--- config.mk ---
export PLATFORM = sky130hd
export DESIGN_NAME = tick_scheduler
export DESIGN_NICKNAME = d
export VERILOG_FILES = /design/src/rtl/tick_sched_pkg.sv /design/src/rtl/tick_counter.sv /design/src/rtl/tick_scheduler.sv
export SDC_FILE = /design/constraint.sdc
export NUM_CORES = 1
export LEC_CHECK = 0
export ABC_AREA = 0
export BUFFER_PORTS_ARGS = -buffer_cell sky130_fd_sc_hd__buf_2
export CAP_MARGIN = 30
export CORE_MARGIN = 5
export CORE_UTILIZATION = 50
export DETAILED_ROUTE_END_ITERATION = 12
export PLACE_DENSITY = 0.68
export SLEW_MARGIN = 20
export SYNTH_ARGS = -nofsm -noshare
export SYNTH_HDL_FRONTEND = slang
export SYNTH_SLANG_ARGS = --single-unit
--- constraint.sdc ---
create_clock -name clockIn -period 5.8 [get_ports clockIn]
set_input_delay 1.74 -clock clockIn [delete_from_list [all_inputs] [get_ports clockIn]]
set_output_delay 1.74 -clock clockIn [all_outputs]
set_load 0.01 [all_outputs]
--- src/rtl/tick_sched_pkg.sv ---
// -----------------------------------------------------------------------------
// tick_sched_pkg
// Shared definitions for the tick scheduler:
//   - state_t and the ST_* state constants (IDLE, RUN, RUN_PEND, STOPPING)
//   - CNT_W_DEF       : default divisor / counter width
//   - DEFAULT_DIV_DEF : divisor loaded at reset (half-period minus one)
//   - BURST_W         : width of the optional burst length
// -----------------------------------------------------------------------------
package tick_sched_pkg;

    localparam int CNT_W_DEF       = 25;
    localparam int DEFAULT_DIV_DEF = 24999999;
    localparam int BURST_W         = 16;

    typedef logic [1:0] state_t;

    localparam state_t ST_IDLE     = 2'd0;
    localparam state_t ST_RUN      = 2'd1;
    localparam state_t ST_RUN_PEND = 2'd2;
    localparam state_t ST_STOPPING = 2'd3;

endpackage

--- src/rtl/tick_counter.sv ---
// -----------------------------------------------------------------------------
// tick_counter
// Terminal-count divider core. Counts 0..div, then wraps. The wrap produces a
// registered one-cycle tick and toggles the divided clock in the same cycle.
// Ports:
//   clk      in   rising-edge clock
//   rst_n    in   asynchronous active-low reset
//   enable   in   count while high
//   clear    in   force cnt, tick and clk_div to zero
//   div      in   terminal count value
//   terminal out  combinational: counting and cnt==div (wrap on next edge)
//   tick     out  one-cycle pulse after each wrap
//   clk_div  out  square wave, toggles on each wrap
// -----------------------------------------------------------------------------
module tick_counter
    import tick_sched_pkg::*;
#(
    parameter int CNT_W = CNT_W_DEF
) (
    input  logic             clk,
    input  logic             rst_n,
    input  logic             enable,
    input  logic             clear,
    input  logic [CNT_W-1:0] div,
    output logic             terminal,
    output logic             tick,
    output logic             clk_div
);

    logic [CNT_W-1:0] cnt;

    assign terminal = enable && (cnt == div);

    // NOTE: sequential state uses non-blocking assignments so every register
    // samples pre-edge values regardless of statement order.
    always_ff @(posedge clk or negedge rst_n) begin
        if (!rst_n) begin
            cnt     <= '0;
            tick    <= 1'b0;
            clk_div <= 1'b0;
        end else if (clear) begin
            cnt     <= '0;
            tick    <= 1'b0;
            clk_div <= 1'b0;
        end else if (enable) begin
            if (cnt == div) begin
                // cnt never exceeds div, so the increment cannot overflow
                cnt     <= '0;
                tick    <= 1'b1;
                clk_div <= ~clk_div;
            end else begin
                cnt  <= cnt + CNT_W'(1);
                tick <= 1'b0;
            end
        end else begin
            tick <= 1'b0;
        end
    end

endmodule

--- src/rtl/tick_scheduler.sv ---
// -----------------------------------------------------------------------------
// tick_scheduler
// Runtime-programmable clock-enable scheduler. Produces a one-cycle tickOut at
// every terminal count and a 50% duty clockOut that toggles with each tick.
// Start, stop and divisor reload only take effect on period boundaries.
// Optional feature macro: TICK_SCHED_BURST_EN (adds burstIn, auto-stop after
// N completed clockOut periods; burstIn=0 free-runs).
// Ports:
//   clockIn   in   system clock, rising edge
//   resetN    in   asynchronous active-low reset
//   startIn   in   level, requests RUN from IDLE
//   stopIn    in   level, requests graceful stop (priority over start/reload)
//   divIn     in   new divisor (terminal count)
//   divValid  in   divIn valid; hold with divIn stable until accepted
//   divReady  out  divisor can be accepted this cycle (IDLE or RUN)
//   burstIn   in   [macro only] burst length, latched on IDLE->RUN
//   tickOut   out  one-cycle pulse per terminal count
//   clockOut  out  divided square wave
//   busyOut   out  high in any state other than IDLE
// -----------------------------------------------------------------------------
module tick_scheduler
    import tick_sched_pkg::*;
#(
    parameter int               CNT_W       = CNT_W_DEF,
    parameter logic [CNT_W-1:0] DEFAULT_DIV = CNT_W'(DEFAULT_DIV_DEF)
) (
    input  logic               clockIn,
    input  logic               resetN,
    input  logic               startIn,
    input  logic               stopIn,
    input  logic [CNT_W-1:0]   divIn,
    input  logic               divValid,
    output logic               divReady,
`ifdef TICK_SCHED_BURST_EN
    input  logic [BURST_W-1:0] burstIn,
`endif
    output logic               tickOut,
    output logic               clockOut,
    output logic               busyOut
);

    state_t           state;
    state_t           state_nxt;
    logic [CNT_W-1:0] div_reg;
    logic [CNT_W-1:0] pend_div;
    logic             pend_valid;
    logic             terminal;
    logic             xfer;
    logic             fall;
    logic             burst_done;

    assign busyOut  = (state != ST_IDLE);
    assign divReady = (state == ST_IDLE) || (state == ST_RUN);
    assign xfer     = divValid && divReady;
    // Terminal count while clockOut is high: this edge drives clockOut 1->0,
    // closing a complete period.
    assign fall     = terminal && clockOut;

`ifdef TICK_SCHED_BURST_EN
    logic [BURST_W-1:0] burst_len;
    logic [BURST_W-1:0] burst_cnt;

    assign burst_done = (burst_len != '0) && fall &&
                        (burst_cnt == BURST_W'(burst_len - BURST_W'(1)));

    always_ff @(posedge clockIn or negedge resetN) begin
        if (!resetN) begin
            burst_len <= '0;
            burst_cnt <= '0;
        end else if (state == ST_IDLE) begin
            burst_cnt <= '0;
            if (state_nxt == ST_RUN) begin
                burst_len <= burstIn;
            end
        end else if (fall) begin
            burst_cnt <= burst_cnt + BURST_W'(1);
        end
    end
`else
    assign burst_done = 1'b0;
`endif

    // NOTE: state_nxt gets a default before the case so no path leaves it
    // unassigned, which would otherwise infer a latch.
    always_comb begin
        state_nxt = state;
        case (state)
            ST_IDLE: begin
                if (startIn && !stopIn) state_nxt = ST_RUN;
            end
            ST_RUN: begin
                if (stopIn)    state_nxt = ST_STOPPING;
                else if (xfer) state_nxt = ST_RUN_PEND;
            end
            ST_RUN_PEND: begin
                if (stopIn)        state_nxt = ST_STOPPING;
                else if (terminal) state_nxt = ST_RUN;
            end
            ST_STOPPING: begin
                if (fall) state_nxt = ST_IDLE;
            end
            default: state_nxt = ST_IDLE;
        endcase
        if ((state != ST_IDLE) && burst_done) begin
            state_nxt = ST_IDLE;
        end
    end

    always_ff @(posedge clockIn or negedge resetN) begin
        if (!resetN) begin
            state      <= ST_IDLE;
            div_reg    <= DEFAULT_DIV;
            pend_div   <= '0;
            pend_valid <= 1'b0;
        end else begin
            state <= state_nxt;

            // IDLE writes the divisor directly; otherwise a pending divisor
            // lands on a terminal count so the running period keeps its length.
            if ((state == ST_IDLE) && xfer) begin
                div_reg <= divIn;
            end else if (terminal && pend_valid) begin
                div_reg <= pend_div;
            end

            if ((state == ST_RUN) && xfer) begin
                pend_div <= divIn;
            end

            if (state_nxt == ST_IDLE) begin
                pend_valid <= 1'b0;
            end else if ((state == ST_RUN) && xfer) begin
                pend_valid <= 1'b1;
            end else if (terminal && pend_valid) begin
                pend_valid <= 1'b0;
            end
        end
    end

    tick_counter #(
        .CNT_W (CNT_W)
    ) u_counter (
        .clk      (clockIn),
        .rst_n    (resetN),
        .enable   (busyOut),
        .clear    (state == ST_IDLE),
        .div      (div_reg),
        .terminal (terminal),
        .tick     (tickOut),
        .clk_div  (clockOut)
    );

endmodule

Word-level counts from Yosys, hierarchy flattened
Cells that the tools add are included.
Storage, ports and cells
  register bits after elaboration: 80
  latch bits: 0
  memory bits (writable): 0
  bits in read-only memories: 0
  input bits: 30
  output and inout port bits: 4
  logic and storage cells: 51
  memories kept: 0
Operators by class
  add/subtract/negate cells: 1
  multiply operators: 0
  divide/modulo/power cells: 0
  order comparisons: 0
  equal/unequal tests: 4
  shift-type cells: 0
  mux-type cells: 21
  bitwise operators: 1
  reduce and logical (&&, ||, !) cells: 17
Operators by type and width (number)
  2-to-1 mux 25 bit: 5
  adder 25 x 1 -> 25 bit (second input constant): 1
  == test 25 bit: 1
  2-to-1 mux 2 bit: 6
  2-to-1 mux 1 bit: 9
  case mux 2 bit (4 select lines): 1
  nonzero test 2 bit: 4
  logical AND 1 bit: 7
  == test 2 bit (second input constant): 2
  logical NOT 2 bit: 2
  nonzero test 3 bit: 1
  == test 2 x 1 -> 1 bit (second input constant): 1
  AND reduction 2 bit: 1
  logical NOT 1 bit: 1
  logical OR 1 bit: 1
  NOT 1 bit: 1

Depth between registers and ports, before layout
  depth in word-level cells: 8
  depth in mapped cells: 7
  gate-level depth less buffers: 6

Cells and area by module
From an unflattened synthesis, not the netlist that was laid out.
Unflattened totals
  cells, all modules: 349
  area total of the unflattened synthesis: 3888.7 sq um
By module, submodules not included
  tick_scheduler: times used 1, cells each 184, area each 2303.5 sq um, seq. area each 1347.5 sq um
  tick_counter: times used 1, cells each 165, area each 1585.3 sq um, seq. area each 675.6 sq um

Least setup slack after synthesis
Ideal clock, no wire load.
  path type: input to register
  start point: in divValid
  end point: reg div_reg[10]
  library setup time: 0.127 ns
  arrival: 2.979 ns
  required time: 5.673 ns
  path slack: 2.694 ns
  stages on the path: 5
  path buffers: 2
  path through: and2_1 buf_2 clkbuf_1 mux2_2 mux2_1
Between the ends
  longest elaborated chain between the ends: 3
Ends and longest elaborated chain
  start: declaration: line tick_scheduler.sv:32  | input logic divValid,
  logical AND 1 bit (*): line tick_scheduler.sv:54  | assign xfer = divValid && divReady;
  logical AND 1 bit (*): line tick_scheduler.sv:120  | if ((state == ST_IDLE) && xfer) begin
  2-to-1 mux 25 bit or nonzero test 2 bit (tied branches)
  end signal: assignment: line tick_scheduler.sv:121  | div_reg <= divIn;
  end signal: assignment: line tick_scheduler.sv:123  | div_reg <= pend_div;
  end: declaration: line tick_scheduler.sv:44  | logic [CNT_W-1:0] div_reg;
Every way passes the cells marked *; elsewhere a longest branch is shown, timed or not.
A chain may end at the register's enable or synchronous reset.

Worst setup path in the final report
  start point: reg state[0]
  end point: out busyOut
Between the ends
  longest elaborated chain between the ends: 1
Ends and longest elaborated chain
  start: declaration: line tick_scheduler.sv:42  | state_t state;
  start signal: assignment: line tick_scheduler.sv:116  | state <= state_nxt;
  nonzero test 2 bit
  end: declaration: line tick_scheduler.sv:39  | output logic busyOut
Every way passes these cells.

==> impl_summary.txt <==
----------------------------------------------------
[Critical path]
  Critical path data required time ... 4.06 ns
  Critical path startpoint category ... register
  Setup crit end kind ... output pin
  Kind of cell adding the most delay to the critical path ... flip-flops
  Stages on the worst setup path ... 3
  End of the worst register-to-register path ... div_reg[9]
  Length in cells of the worst reg-to-reg path ... 6
  CP cell instances ... nor2_1 > inv_1 > buf_2
  Register-to-Register Setup Slack ... 3.31 ns
  Crit. Startpoint ... state[0]
  Delay contributed by the slowest stage of the critical path ... 0.48 ns
  Critical path class ... reg2out
  End point of the critical path ... busyOut
  Combined buffer and inverter count along the critical path ... 2
  Cell at the slowest stage of the critical path ... sky130_fd_sc_hd__dfrtp_1
  Startpoint of the worst-slack reg-to-reg timing path ... div_reg[5]
  Maximum fanout along the worst path ... 10
  Data arrival time of the worst path ... 1.59 ns

[Worst hold path]
  Hold Path Class ... reg2reg
  Hold Startpoint ... u_counter.cnt[0]

[Synthesis]
  Top cells by instance count after synthesis ... 63 x sky130_fd_sc_hd__dfrtp_1, 57 x sky130_fd_sc_hd__mux2_2, 31 x sky130_fd_sc_hd__nor2_1, 29 x sky130_fd_sc_hd__xor2_1, 19 x sky130_fd_sc_hd__xnor2_1
  Total nets after synthesis ... 355
  Dominant synthesized flop cell ... sky130_fd_sc_hd__dfrtp_1
  Top-count cell post-synth ... sky130_fd_sc_hd__dfrtp_1
  Count of yosys warnings during synthesis ... 0
  Post-synthesis cell area ... 0.003959 sq mm
  Fraction of synthesis flops using an asynchronous set or reset pin ... 100.0%
  Largest area contributor in the synthesized netlist ... sky130_fd_sc_hd__dfrtp_1
  Post-synthesis instance total ... 324
  Proportion of netlist area held by the largest area contributor ... 39.82%
  Largest cells by area after synthesis ... sky130_fd_sc_hd__dfrtp_1 40%, sky130_fd_sc_hd__mux2_2 16%, sky130_fd_sc_hd__dfstp_2 11%
  Sequential-to-total area share from yosys stat ... 51.11%
  EDFF count, synth ... 0
  Number of different library cells in the post-synthesis netlist ... 37
  Average footprint of a synthesized cell ... 12.22 sq um
  Flip-flop and latch count after synthesis ... 80

[STA]
  Highest Clock Rate ... 0.3005 GHz
  Hold violation count in the final report ... 0
  Actual transition at the worst max-transition pin ... 0.5227 ns
  Unrepaired setup endpoints after global routing ... no
  Final setup fails ... 0
  Total Negative Setup Slacks ... 0 ns
  Worst relative slew slack ... 65.02%
  Final Slew Violations ... 0
  Maximum clock skew at final layout ... 0.008565 ns
  Worst Slack Setup Final ... 2.472 ns
  Worst slack on hold paths ... 0.4965 ns
  Min cycle time layout ... 3.328 ns
  Share of the cycle needed by the critical path after routing ... 57.38%

[Cells and area]
  Final-layout fill cell count ... 678
  Final #Nets ... 393
  Count of antenna diodes in the layout ... 0
  Synth-to-Final Area Change ... 13.37%
  Share of cells above drive strength 1 ... 36.24%
  Non-filler cells in the finished layout ... 469

[Detailed routing]
  Number of vias per cell after detailed routing ... 5.339
  Post-route DRC violation count ... 0
  Vias after detailed routing ... 2504
  Final wirelength ... 7.197 mm
  Number of design-rule violations left by the first detailed-router iteration ... 66
  Number of nets still failing antenna checks after routing ... 0
  First-pass DRT Iterations ... 8
  Average wire per cell in the routed design ... 15.35 um

[GRT]
  Routing usage on met2 ... 26.24%
  Layer carrying the most global-route usage ... met2
  Global Route Usage Sum ... 16.43%
  Met3 usage ... 3.822%
  Final global-route overflow total ... 0
  Via count of the first global-routing pass ... 2666
  Pin count of the biggest net entering global routing ... 58
  First-pass GRT wire length ... 12.90 mm
  Number of antenna violations at the first check in global routing ... 0
  GR met1 Demand/Resource ... 21.45%

[Power and ir drop]
  Worst IR Drop VDD ... 0.0002937 V
  Standby leakage power ... 0.002097 uW
  Final Power ... 1918 uW
  Power density over cell area ... 427.4 mW/mm^2

[Clock network]
  Register clock-pin slew on the reported worst setup and hold paths ... 0.08 ns
  Post-cts sizing count ... 0
  Buffer depth of the longest clock path ... 2
  CTS tree ... built
  Clock buffer count from CTS ... 9
  CTS H-tree depth ... 3
  Clk Latency, worst-skew pair ... 0.35 ns
  Number of clock sinks seen by CTS ... 80
  Buffers inserted by post-CTS timing repair ... 0
  Post-CTS Hold Buffers ... 0
  Root buffer cell ... sky130_fd_sc_hd__clkbuf_8

[Floorplanning]
  Core ar. ... 0.007727 sq mm
  FP Rows ... 32
  Starting density of the core ... 51.23%
  Chip width ... 98.98 um
  Number of ports placed on the die boundary ... 34
  Total die area ... 0.009797 sq mm
  Die H ... 98.98 um

[Placed design]
  Estimated wirelength of the detail-placed design ... 4.892 mm
  Final weighted congestion of routability-driven global placement ... 0.8286
  Number of buffers inserted by port buffering ... 33
  Pre-CTS setup slack ... 2.668 ns
  Inst Count DP ... 453

[Outcome]
  Outcome ... finished clean

[Job]
  Maxcap violations ... 0

----------------------------------------------------
[worst reg2reg max path: cells and delay by family (launching register included)]
| kind | cells | cell delay [ns] |
|---|---|---|
| simple gates | 2 | 0.64 |
| flops | 1 | 0.55 |
| mux | 1 | 0.39 |
| buf+inv | 1 | 0.37 |
| compound gates | 1 | 0.34 |
| xor+xnor | 1 | 0.09 |
[area by class of cell]
| cell class | count | area [sq um] | area share (%) |
|---|---|---|---|
| clock buffers | 10 | 127.6 | 2.844 |
| flip-flops and latches | 80 | 2023 | 45.08 |
| clock inverters | 6 | 108.9 | 2.425 |
| well taps | 102 | 127.6 | 2.844 |
| inverters | 9 | 33.78 | 0.7527 |
| repair buffers | 38 | 225.2 | 5.018 |
| multi-input cells | 224 | 1842 | 41.04 |
[per-stage QoR]
stage	util [%]	area (sq um)
after global routing	58.08	4488
final	58.08	4488
after global placement	54.66	4224
after CTS	58.08	4488
after detailed placement	55.02	4252
after floorplan	-	3959
[worst min-delay path by stage]
stage	end	slack [ns]	cells past startpoint
floorplan	u_counter.cnt[0]	0.46	1
global placement	u_counter.cnt[0]	0.48	1
detailed placement	pend_div[18]	0.49	1
CTS	u_counter.cnt[0]	0.50	1
global route	pend_div[14]	0.53	1
finish	u_counter.cnt[0]	0.50	1
[cells by family (layout without fill, tap and decap cells)]
| group | count (synthesis) | count (layout) | share of synthesized area, % |
|---|---|---|---|
| AOI/OAI and AO/OA | 14 | 14 | 2.718 |
| and+or+nand+nor | 86 | 86 | 11.54 |
| buffers and inverters | 20 | 63 | 2.370 |
| xor gates and xnor gates | 48 | 48 | 10.62 |
| adders and majority gates | 1 | 1 | 0.3160 |
| DFF | 80 | 80 | 51.11 |
| muxes | 75 | 75 | 21.33 |
[cells in the final DEF (no fill, tap or decap), types with 3 or more instances in the layout]
cell / instances
sky130_fd_sc_hd__nor4_2: 3
sky130_fd_sc_hd__and3_1: 6
sky130_fd_sc_hd__dfrtp_1: 63
sky130_fd_sc_hd__xor2_1: 29
sky130_fd_sc_hd__nor2_1: 31
sky130_fd_sc_hd__buf_4: 5
sky130_fd_sc_hd__mux2_2: 57
sky130_fd_sc_hd__nand4_1: 3
sky130_fd_sc_hd__nor3_1: 10
sky130_fd_sc_hd__nand2_1: 5
sky130_fd_sc_hd__inv_1: 9
sky130_fd_sc_hd__buf_2: 32
sky130_fd_sc_hd__nand3_1: 10
sky130_fd_sc_hd__bufinv_16: 3
sky130_fd_sc_hd__o21ai_0: 4
sky130_fd_sc_hd__nor4_1: 5
sky130_fd_sc_hd__and2_1: 3
sky130_fd_sc_hd__clkbuf_8: 9
sky130_fd_sc_hd__dfstp_2: 17
sky130_fd_sc_hd__xnor2_1: 19
sky130_fd_sc_hd__mux2_1: 18
[routing by layer]
layer,vias up,share of wire [%]
li1,1210,-
met1,1233,46
met2,53,48
met3,8,4.4
met4,0,1.2
met5,-,0
[report_power, final]
part | internal, uW | total, uW | switching, uW
logic | 290 | 490 | 200
registers | 798 | 941 | 144
clock network | 285 | 486 | 201
Power figures use the tool's default switching activity.
